==> config.mk <==
export PLATFORM = sky130hd
export DESIGN_NAME = text_pixel_gen
export DESIGN_NICKNAME = d
export VERILOG_FILES = /design/src/rtl/text_pixel_gen.sv
export SDC_FILE = /design/constraint.sdc
export NUM_CORES = 1
export LEC_CHECK = 0
export CORE_MARGIN = 5
export CORE_UTILIZATION = 24
export CTS_BUF_LIST = sky130_fd_sc_hd__clkbuf_8
export DETAILED_ROUTE_END_ITERATION = 8
export SLEW_MARGIN = 10
export SYNTH_ARGS = -nofsm -noshare
export SYNTH_HDL_FRONTEND = slang
export SYNTH_SLANG_ARGS = --single-unit
==> constraint.sdc <==
create_clock -name clk -period 1.52 [get_ports clk]
set_clock_uncertainty 0.15 [all_clocks]
set_input_delay 0.304 -clock clk [delete_from_list [all_inputs] [get_ports clk]]
set_output_delay 0.304 -clock clk [all_outputs]
set_load 0.01 [all_outputs]
==> src/rtl/text_pixel_gen.sv <==
// Text-mode renderer: pixel position -> text RAM -> font ROM -> 4-bit palette index, 5-clock latency.
// Optional macro TEXT_CURSOR_EN adds an underline cursor on glyph rows 14-15 of one character cell.
module text_pixel_gen #(
    parameter int COLS         = 80,
    parameter int ROWS         = 30,
    parameter int BLINK_FRAMES = 32
) (
    input  logic        clk,
    input  logic        rst_n,
    input  logic [9:0]  x_in,
    input  logic [9:0]  y_in,
    input  logic        de_in,
    input  logic        hs_in,
    input  logic        vs_in,
`ifdef TEXT_CURSOR_EN
    input  logic [6:0]  cursor_col,
    input  logic [4:0]  cursor_row,
`endif
    output logic [11:0] text_addr,
    input  logic [15:0] text_data,
    output logic [11:0] font_addr,
    input  logic [7:0]  font_data,
    output logic [3:0]  color_index,
    output logic        de_out,
    output logic        hs_out,
    output logic        vs_out
);

    localparam int FCW = (BLINK_FRAMES > 1) ? $clog2(BLINK_FRAMES) : 1;
    localparam logic [FCW-1:0] FRAME_LAST = FCW'(BLINK_FRAMES - 1);
    localparam logic [6:0]  COLS_L = 7'(COLS);
    localparam logic [5:0]  ROWS_L = 6'(ROWS);
    localparam logic [11:0] COLS_W = 12'(COLS);
`ifdef TEXT_CURSOR_EN
    localparam int Y_STAGES = 4;
`else
    localparam int Y_STAGES = 2;
`endif

    logic [11:0]                r_text_addr;
    logic [11:0]                r_font_addr;
    logic [3:0][2:0]            r_x_pipe;
    logic [Y_STAGES-1:0][3:0]   r_y_pipe;
    logic [3:0]                 r_de_pipe;
    logic [3:0]                 r_hs_pipe;
    logic [3:0]                 r_vs_pipe;
    logic [3:0]                 r_fg3;
    logic [3:0]                 r_fg4;
    logic [2:0]                 r_bg3;
    logic [2:0]                 r_bg4;
    logic                       r_blink3;
    logic                       r_blink4;
    logic [3:0]                 r_color;
    logic                       r_de_out;
    logic                       r_hs_out;
    logic                       r_vs_out;
    logic                       r_vs_prev;
    logic [FCW-1:0]             r_frame_cnt;
    logic                       r_blink_phase;

    logic [11:0] w_text_addr;
    logic        w_in_area;
    logic        w_glyph_bit;
    logic        w_pixel;
    logic [3:0]  w_bg_idx;
    logic [3:0]  w_fg_eff;

    assign w_text_addr = {6'd0, y_in[9:4]} * COLS_W + {5'd0, x_in[9:3]};
    // Off-screen positions are blanked so illegal input can never show stray glyphs.
    assign w_in_area   = (x_in[9:3] < COLS_L) && (y_in[9:4] < ROWS_L);

    assign w_glyph_bit = font_data[3'd7 - r_x_pipe[3]];
    assign w_bg_idx    = {1'b0, r_bg4};
    assign w_fg_eff    = (r_blink4 && r_blink_phase) ? w_bg_idx : r_fg4;

`ifdef TEXT_CURSOR_EN
    logic [3:0] r_cur_pipe;
    logic       w_cell_hit;

    assign w_cell_hit = (x_in[9:3] == cursor_col) && (y_in[9:4] == {1'b0, cursor_row});
    assign w_pixel    = w_glyph_bit | (r_cur_pipe[3] && (r_y_pipe[3] >= 4'd14) && !r_blink_phase);

    always_ff @(posedge clk or negedge rst_n) begin
        if (!rst_n) begin
            r_cur_pipe <= '0;
        end else begin
            r_cur_pipe <= {r_cur_pipe[2:0], w_cell_hit};
        end
    end
`else
    assign w_pixel = w_glyph_bit;
`endif

    // Pipeline: E1 text address, E3 font address + attributes, E5 palette index.
    always_ff @(posedge clk or negedge rst_n) begin
        if (!rst_n) begin
            r_text_addr <= '0;
            r_font_addr <= '0;
            r_x_pipe    <= '0;
            r_y_pipe    <= '0;
            r_de_pipe   <= '0;
            r_hs_pipe   <= '0;
            r_vs_pipe   <= '0;
            r_fg3       <= '0;
            r_fg4       <= '0;
            r_bg3       <= '0;
            r_bg4       <= '0;
            r_blink3    <= 1'b0;
            r_blink4    <= 1'b0;
            r_color     <= '0;
            r_de_out    <= 1'b0;
            r_hs_out    <= 1'b0;
            r_vs_out    <= 1'b0;
        end else begin
            r_text_addr <= w_text_addr;
            r_x_pipe    <= {r_x_pipe[2:0], x_in[2:0]};
            r_y_pipe    <= {r_y_pipe[Y_STAGES-2:0], y_in[3:0]};
            r_de_pipe   <= {r_de_pipe[2:0], de_in & w_in_area};
            r_hs_pipe   <= {r_hs_pipe[2:0], hs_in};
            r_vs_pipe   <= {r_vs_pipe[2:0], vs_in};
            r_font_addr <= {text_data[7:0], r_y_pipe[1]};
            r_fg3       <= text_data[11:8];
            r_bg3       <= text_data[14:12];
            r_blink3    <= text_data[15];
            r_fg4       <= r_fg3;
            r_bg4       <= r_bg3;
            r_blink4    <= r_blink3;
            r_de_out    <= r_de_pipe[3];
            r_hs_out    <= r_hs_pipe[3];
            r_vs_out    <= r_vs_pipe[3];
            if (!r_de_pipe[3]) begin
                r_color <= 4'd0;
            end else begin
                r_color <= w_pixel ? w_fg_eff : w_bg_idx;
            end
        end
    end

    // Blink phase flips only on a vsync rising edge, i.e. during blanking.
    always_ff @(posedge clk or negedge rst_n) begin
        if (!rst_n) begin
            r_vs_prev     <= 1'b0;
            r_frame_cnt   <= '0;
            r_blink_phase <= 1'b0;
        end else begin
            r_vs_prev <= vs_in;
            if (vs_in && !r_vs_prev) begin
                if (r_frame_cnt == FRAME_LAST) begin
                    r_frame_cnt   <= '0;
                    r_blink_phase <= ~r_blink_phase;
                end else begin
                    r_frame_cnt <= r_frame_cnt + 1'b1;
                end
            end
        end
    end

    assign text_addr   = r_text_addr;
    assign font_addr   = r_font_addr;
    assign color_index = r_color;
    assign de_out      = r_de_out;
    assign hs_out      = r_hs_out;
    assign vs_out      = r_vs_out;

endmodule
-- Yosys cells after proc, flatten, opt, wreduce, memory -nomap -nowiden
Index checks and enable logic that the tools add are counted.
- reduce and logical (&&, ||, !) cells: 5
- $lt $le $gt $ge: 3
- multiplexer cells: 6
- $mul: 1
- bitwise gates (word level): 2
- equal/unequal tests: 1
- add/subtract/negate cells: 3
- operators by type and width (operator ; count):
    12-bit by 7-bit adder with 12-bit output ; 1
    4-bit 2-to-1 mux ; 3
    6-bit by 3-bit multiplier with 8-bit output, second input constant ; 1
    7-bit < comparator, second input constant ; 1
    6-bit by 5-bit < comparator with 1-bit output, second input constant ; 1
    5-bit by 1-bit adder with 5-bit output, second input constant ; 1
    5-bit equality test, second input constant ; 1
    5-bit 2-to-1 mux ; 1
    3-bit by 4-bit < comparator with 1-bit output, second input constant ; 1
    1-bit binary-select mux with 3-bit select ; 1
    1-bit logical AND ; 3
    3-bit subtractor, first input constant ; 1
    2-bit AND reduction ; 1
    1-bit AND ; 1
    1-bit logical NOT ; 1
    1-bit 2-to-1 mux ; 1
    1-bit inverter ; 1
- bits of input ports: 49
- register bits: 86
- logic and storage cells: 45
- output and inout port bits: 31

-- Longest topological paths before layout
Gate-level depths: netlist of the first run.
- word-level depth: 5
- gate-level depth with buffers: 7
- gate-level depth less buffers: 7

-- Worst setup path before layout of the first run
OpenSTA, ideal clock, no wires.
- path type: in2reg
- start point: input port y_in[5]
- end point: register r_text_addr[11], in the netlist text_addr[11]
- stages: 7
- setup slack: -0.606 ns
- data required time: 1.290 ns
- arrival time: 1.896 ns
- path buffers: 0
- setup time: 0.080 ns
- cell sequence: ha_1 -> ha_1 -> fa_1 -> xor2_1 -> nand3_1 -> nor4_1 -> xnor2_1
- cells in the longest elaborated chain, start to end: 2
- RTL lines (item ; line ; RTL):
    start, declared ; 11 ; input logic [9:0] y_in,
    6-bit by 3-bit multiplier with 8-bit output ; 68 ; assign w_text_addr = {6'd0, y_in[9:4]} * COLS_W + {5'd0, x_in[9:3]};
    12-bit by 7-bit adder with 12-bit output ; 68 ;
    via w_text_addr[11] ; 61 ; logic [11:0] w_text_addr;
    end signal, assigned ; 115 ; r_text_addr <= w_text_addr;
    end, declared ; 40 ; logic [11:0] r_text_addr;
The timed path passes the listed nets, and every way through them passes these cells.
A chain may end at the register's enable or synchronous reset.

-- Worst setup path in the final report of the first run
- start point: input port y_in[5]
- end point: register r_text_addr[9], in the netlist text_addr[9]
Same word-level chain as after synthesis.

==> results.rst, run 1 <==
.. list-table::
   :header-rows: 1

   * - Metric
     - Value
   * - Run status
     - finished, violations left
   * - Failing checks
     - negative setup slack
   * - Most common cell after layout, fill and taps aside
     - dfrtp_1
   * - Max-cap viol count
     - 0
   * - H-tree Lvls
     - 3
   * - Endpoint type of the worst setup path
     - flop
   * - Worst-Skew Late Latency
     - 360 ps
   * - Hold path startpoint
     - y_in[4]
   * - Crit path time final
     - roughly 1700 ps
   * - Global placement routability congestion
     - just under 0.8
   * - Total overflow reported by the global router
     - 0
   * - Effective utilization at floorplan
     - 24.4%
   * - YS warnings
     - 0
   * - Measured slew at the worst slew-check pin
     - 426 ps
   * - Count of distinct cell types in the synthesized netlist
     - 26
   * - Number of max-slew violations in the final report
     - 0
   * - Highest Clock Rate
     - 0.593 GHz
   * - WP data required
     - 1610 ps
   * - Setup slack at placement
     - -1000 ps
   * - Setup_tns
     - -791 ps
   * - Number of buffers added by the clock tree synthesis step
     - 9
   * - Net count, final
     - 345
   * - Largest vdd supply drop
     - between 0.4 and 0.5 mV
   * - Start point of the critical path
     - y_in[5]
   * - Overall die height
     - about 120 um
   * - Worst hold endpoint
     - text_addr[4]$_DFF_PN0_
   * - Final setup viols
     - 9
   * - Class of the most critical hold timing path
     - in -> reg
   * - Cell count after synthesis
     - ~170
   * - CTS root buffer
     - clkbuf_8
   * - Layout cells sized above 1
     - 29.0%
   * - Data arrival, critical path
     - roughly 1800 ps
   * - Hold path depth
     - 3
   * - Detailed placer's ending HPWL
     - between 4 and 5 mm
   * - DRC violations left
     - 0
   * - Mean cell area of the mapped netlist
     - about 17 um2
   * - Area Overhead vs Synth
     - 56.7%
   * - Post-synth design cell area
     - between 2000 and 3000 um2
   * - Final-report hold violation count
     - 0
   * - Synthesis-stage register bit count
     - 85
   * - WL per Instance
     - about 13 um
   * - Area enclosed by the die boundary
     - 13800 um2
   * - Detailed Route WL
     - ~5.7 mm
   * - DIE WIDTH
     - 118 um
   * - Synthesized net count
     - approximately 230
   * - Unrepaired setup endpoints after global routing
     - yes
   * - Count of pins on the block boundary
     - 80
   * - Standby leakage power
     - just under 2 nW
   * - Count of buffers from port buffering
     - 79
   * - First-pass GRT wire length
     - 9.93 mm
   * - Count of clock tree sinks
     - 85
   * - Power per cell area
     - between 1000 and 1500 nW/um2
   * - Diode insertion count for antenna repair
     - 0
   * - Antenna violations before repair
     - 0
   * - CP Max Fanout
     - 2
   * - Critical path type
     - in -> reg
   * - Total Routing Usage GR
     - a little under a tenth
   * - TritonCTS clock tree
     - yes
   * - Avg Vias per Cell
     - 3.95
   * - Max transition margin
     - between 70 and 80%
   * - Via Count
     - 1693
   * - Count of TritonRoute iterations in the first routing pass
     - 4
   * - Final setup margin
     - -167 ps
   * - Clock transition at path regs
     - around 90 ps
   * - Commonest non-fill, non-tap cells in the layout
     - dfrtp_1, clkdlybuf4s50_1, dlygate4sd2_1
   * - Register area share after synthesis
     - about three quarters
   * - R2R Path Start
     - r_x_pipe[9]$_DFF_PN0_
   * - Initial drt markers
     - 57
   * - Number of global-route vias before repair
     - slightly below 2000
   * - Critical Path Source Type
     - input port
   * - FF-to-FF path depth
     - 4
   * - Core area
     - roughly 11000 um2
   * - Maximum number of pins on one net before global-route repair
     - 34
   * - Reg2reg setup slack
     - -100 ps
   * - Number of standard-cell rows in the floorplan
     - 39
   * - Worst R2R End
     - color_index[2]$_DFF_PN0_
   * - WHS
     - 181 ps
   * - Maximum clock insertion buffer count
     - 2
   * - Crit share post-route
     - 111%
   * - Remaining antenna violation count
     - 0
final cells by class:
type,count,area (um2)
clock buffer,9,124
tap,143,179
sequential,85,2130
multi-input combinational,81,881
inverter,1,3.75
fill,1090,7020
clock inverter,7,78.8
timing repair buffer,103,955
registers in the layout (all words and copies together), names as in the netlist:
register / cells
text_addr: 12
r_fg3: 4
hs_out: 1
color_index: 4
vs_out: 1
font_addr: 12
r_x_pipe: 12
r_vs_pipe: 4
r_de_pipe: 4
de_out: 1
r_hs_pipe: 4
r_fg4: 4
r_frame_cnt: 5
r_bg3: 3
r_bg4: 3
r_blink4: 1
r_blink_phase: 1
r_blink3: 1
r_y_pipe: 8
metal layers:
| metal | vias to the layer above | global-route usage [%] | part of all wire, % | wire length [um] |
|---|---|---|---|---|
| met5 | - | 0 | 0 | 0 |
| met4 | 0 | 4.95 | 2.2 | 125 |
| met3 | 11 | 2.79 | 6.0 | 343 |
| met2 | 49 | 15.2 | 54 | 3100 |
| met1 | 838 | 10.1 | 38 | 2180 |
| li1 | 795 | - | - | - |
repair_timing:
item	4_1_cts	5_1_grt
hold endpoints to repair	31	0
pin swaps	13	13
setup buffers	3	0
gates cloned	0	0
resized for setup	72	26
endpoints found under the setup margin	44	13
hold buffers	1	0
report_power, final:
group	switching (mW)	internal, mW	total (mW)
logic	0.409	0.520	0.928
clock network	0.896	0.649	1.55
registers	0.113	2.46	2.57
cell usage after synthesis (all sizes together):
cell / count / share of area [%]
nand4: 1 / 0.23
nand3: 4 / 0.72
a2111oi: 2 / 1.3
nor4: 1 / 0.23
inv: 1 / 0.14
a21o: 2 / 0.54
nand2b: 3 / 0.68
mux2: 1 / 0.41
mux2i: 3 / 1.1
o31ai: 1 / 0.27
and4b: 1 / 0.36
nor2b: 4 / 0.90
a21oi: 5 / 0.90
nand2: 15 / 2.0
a31oi: 1 / 0.23
nor3b: 1 / 0.27
dfrtp: 85 / 77
o21ai: 5 / 0.90
xnor2: 4 / 1.3
mux4: 1 / 0.95
fa: 2 / 1.4
nor2: 3 / 0.41
ha: 13 / 5.9
and3: 3 / 0.68
xor2: 5 / 1.6
through the flow:
| step | cells | utilization (%) | power (mW) | cell area, um2 |
|---|---|---|---|---|
| final | 429 | 38.3 | 5.04 | 4350 |
| after global routing | 429 | 38.3 | 5.34 | 4350 |
| after CTS | 429 | 37.4 | 5.04 | 4250 |
| after detailed placement | 409 | 35.0 | 3.44 | 3980 |
| after global placement | 409 | 35.0 | 3.41 | 3980 |
| after floorplan | 167 | - | 2.90 | 2840 |
critical path: stages:
cell and delay, ps:
buf_8 100, ha_4 240, ha_4 170, fa_2 380
xor2_2 170, buf_4 160, buf_6 110, xor2_1 150
logic make-up after synthesis:
kind of cell    Yosys count  share of synthesized area, %
flops                    85                          76.6
simple gates             36                          6.49
compound gates           16                          4.15
fa+ha+maj                15                          7.30
xor+xnor                  9                          2.84
mux                       5                          2.43
buf+inv                   1                         0.135
worst max path at each step:
stage	end	slack, ps	cells after the start
after floorplan	text_addr[11]$_DFF_PN0_	-370	7
after global placement	text_addr[11]$_DFF_PN0_	-960	8
after detailed placement	text_addr[11]$_DFF_PN0_	-1000	8
after CTS	text_addr[11]$_DFF_PN0_	-170	7
after global routing	color_index[2]$_DFF_PN0_	-230	4
final	text_addr[9]$_DFF_PN0_	-170	8
(Power assumes the default switching activity.)
==> run 2: changes to the inputs <==
GPL_ROUTABILITY_DRIVEN = 0   (was unset)
SLEW_MARGIN = unset   (was 10)
==> results of run 2 <==
The final DEF is identical to that of run 1; final timing and power are the same.
==> run 3: changes to the inputs <==
CORE_MARGIN = 10   (was 5)
clock period = 1.5 ns   (was 1.52 ns; I/O delays follow)
==> run 3 against run 2 <==
Against the previous run:
- the run still ends with negative setup slack left
- global-route usage shrank 1.5 points
- largest cell class unchanged
- count of clock-buffer cells in the layout up 1
- critical path type unchanged
- sequential power hardly changed
- routed wire length grew 4.5%
- critical endpoint is now text_addr[11]$_DFF_PN0_
==> results.rst, run 3 (synthesis results as in run 1) <==
.. list-table::
   :header-rows: 1

   * - Metric
     - Value
   * - FF-to-FF path depth
     - 4 (unchanged)
   * - Number of buffers added by the clock tree synthesis step
     - 9 (unchanged)
   * - Effective utilization at floorplan
     - 24.4% (unchanged)
   * - Maximum number of pins on one net before global-route repair
     - 31 (-8.8%)
   * - Endpoint type of the worst setup path
     - flop
   * - Global-route met3 utilization
     - 2.48% (-0.31 points)
   * - Library cell contributing the largest single delay on the critical path
     - fa_2
   * - Number of global-route vias before repair
     - 1911 (-3.7%)
   * - Final setup margin
     - -210 ps (-42.8 ps)
   * - Critical Path Most Common Cell
     - ha_4
   * - Total stage count of the critical path
     - 8 (unchanged)
   * - Number of standard-cell rows in the floorplan
     - 39 (unchanged)
   * - Measured slew at the worst slew-check pin
     - 431 ps (+4.43 ps)
   * - CTS root buffer
     - clkbuf_8
   * - Hold path startpoint
     - r_vs_pipe[3]$_DFF_PN0_
   * - First-pass GRT wire length
     - 9.65 mm (-2.8%)
   * - R2R Path Start
     - r_x_pipe[9]$_DFF_PN0_
   * - Start point of the critical path
     - y_in[7]
   * - Dpl cell area
     - 3980 um2 (unchanged)
   * - Crit share post-route
     - 114%
   * - Remaining antenna violation count
     - 0 (unchanged)
   * - Critical Path Source Type
     - input port
   * - H-tree Lvls
     - 3 (unchanged)
   * - Most common cell after layout, fill and taps aside
     - dfrtp_1
   * - Sequence of cells on the critical path
     - buf_8 -> ha_4 -> ha_4 -> fa_2 -> a21o_1 -> a21oi_2 -> xor2_1 -> xnor2_1
   * - Met2 usage in global routing
     - 12.9% (-2.3 points)
   * - Final-report hold violation count
     - 0 (unchanged)
   * - Maximum clock insertion buffer count
     - 2 (unchanged)
   * - Highest Clock Rate
     - 0.585 GHz
   * - Via Count
     - 1707 (+0.83%)
   * - Net count, final
     - 347 (+0.58%)
   * - Antenna violations before repair
     - 0 (unchanged)
   * - Number of max-slew violations in the final report
     - 0 (unchanged)
   * - Core area
     - 11400 um2 (unchanged)
   * - Unrepaired setup endpoints after global routing
     - yes
   * - Capture point of the critical path
     - text_addr[11]$_DFF_PN0_
   * - Worst R2R End
     - color_index[1]$_DFF_PN0_
   * - TritonCTS clock tree
     - yes
   * - Diode insertion count for antenna repair
     - 0 (unchanged)
   * - Count of clock tree sinks
     - 85 (unchanged)
   * - Max transition margin
     - 71.3% (-0.24 points)
   * - Run status
     - finished, violations left
   * - Layout cells sized above 1
     - 29.2% (+0.15 points)
   * - Commonest non-fill, non-tap cells in the layout
     - dfrtp_1, clkdlybuf4s50_1, buf_4
   * - Crit path time final
     - approximately 1700 ps
   * - Count of TritonRoute iterations in the first routing pass
     - 4 (unchanged)
   * - Total overflow reported by the global router
     - 0 (unchanged)
   * - DRC violations left
     - 0 (unchanged)
   * - Data arrival, critical path
     - 1820 ps (+50 ps)
   * - Largest vdd supply drop
     - 0.388 mV (-4.2%)
   * - Failing checks
     - negative setup slack
   * - Standby leakage power
     - 1.92 nW (-0.49%)
   * - Combined buffer and inverter count along the critical path
     - 1 (-2)
   * - Count of pins on the block boundary
     - 80 (unchanged)
   * - DIE WIDTH
     - 128 um (+8.5%)
   * - Class of the most critical hold timing path
     - reg -> reg
   * - Overall die height
     - 128 um (+8.5%)
   * - GR Util met1
     - 7.80% (-2.3 points)
   * - Area Overhead vs Synth
     - 56.4%
   * - Reg2reg setup slack
     - -120 ps (-20 ps)
   * - Setup_tns
     - -692 ps (+99.3 ps)
   * - Clock transition at path regs
     - 90 ps (about the same)
   * - CP Max Fanout
     - 2 (unchanged)
   * - Worst-Skew Late Latency
     - 340 ps (-20 ps)
   * - Critical path type
     - in -> reg
   * - Detailed placer's ending HPWL
     - 4.47 mm (+8.6%)
   * - WP data required
     - 1610 ps (about the same)
   * - Max-cap viol count
     - 0 (unchanged)
   * - WL per Instance
     - 13.9 um (+4.0%)
   * - Family with the most delay on the worst path
     - adder cells
   * - Setup slack at placement
     - -1010 ps (-4.73 ps)
   * - Count of buffers from port buffering
     - 79 (unchanged)
   * - Total Routing Usage GR
     - 7.50% (-1.5 points)
   * - CP max stage delay
     - 370 ps (about the same)
   * - Area enclosed by the die boundary
     - 16300 um2 (+18%)
   * - Initial drt markers
     - 56 (-1.8%)
   * - Post-route standard cell area excluding fillers
     - 4340 um2 (-0.23%)
   * - Power per cell area
     - 1150 nW/um2 (-0.53%)
   * - Avg Vias per Cell
     - 3.96 (+0.36%)
   * - Global route hottest layer
     - met2
   * - Final setup viols
     - 8 (-1)
   * - Detailed Route WL
     - 6.01 mm (+4.5%)
run 3: per-layer routing:
layer | wire length (um) | share of wire [%]
met1 | 2270 | 38
met2 | 3200 | 53
met3 | 420 | 7.0
met4 | 116 | 1.9
met5 | 0 | 0
run 3: what timing repair did:
action | 4_1_cts | 5_1_grt
setup endpoints to repair | 44 | 24
resized for setup | 70 | 38
pin swaps | 17 | 14
hold buffers | 1 | 0
buffers inserted | 4 | 2
hold endpoints to repair | 85 | 0
run 3: worst min path at each step:
| stage | end | slack (ps) | depth (start not counted) |
|---|---|---|---|
| final | vs_out$_DFF_PN0_ | 190 | 0 |
| after global routing | r_y_pipe[3]$_DFF_PN0_ | 200 | 1 |
| after CTS | text_addr[4]$_DFF_PN0_ | 180 | 2 |
| after detailed placement | font_addr[0]$_DFF_PN0_ | 40 | 1 |
| after global placement | font_addr[0]$_DFF_PN0_ | 40 | 1 |
| after floorplan | color_index[0]$_DFF_PN0_ | -150 | 0 |
run 3: power breakdown:
group	switching [mW]	total, mW	internal (mW)
logic	0.383	0.897	0.514
clock network	0.833	1.51	0.673
registers	0.111	2.60	2.49
total	1.33	5.01	3.68
run 3: through the flow:
step / std cells / hold slack [ps] / util, % / power [mW]
after floorplan: 167 / -146 / - / 2.94
after global placement: 409 / 41.4 / 35.0 / 3.46
after detailed placement: 409 / 44.7 / 35.0 / 3.48
after CTS: 430 / 178 / 37.4 / 5.04
after global routing: 431 / 204 / 38.2 / 5.29
final: 431 / 191 / 38.2 / 5.01
run 3: cell type report:
cell class / instances / area, um2
multi-input cells: 81 / 857
flip-flops and latches: 85 / 2130
inverters: 1 / 3.75
well taps: 143 / 179
fillers: 1113 / 7030
clock buffers: 10 / 138
clock inverters: 6 / 50.0
repair buffers: 105 / 983
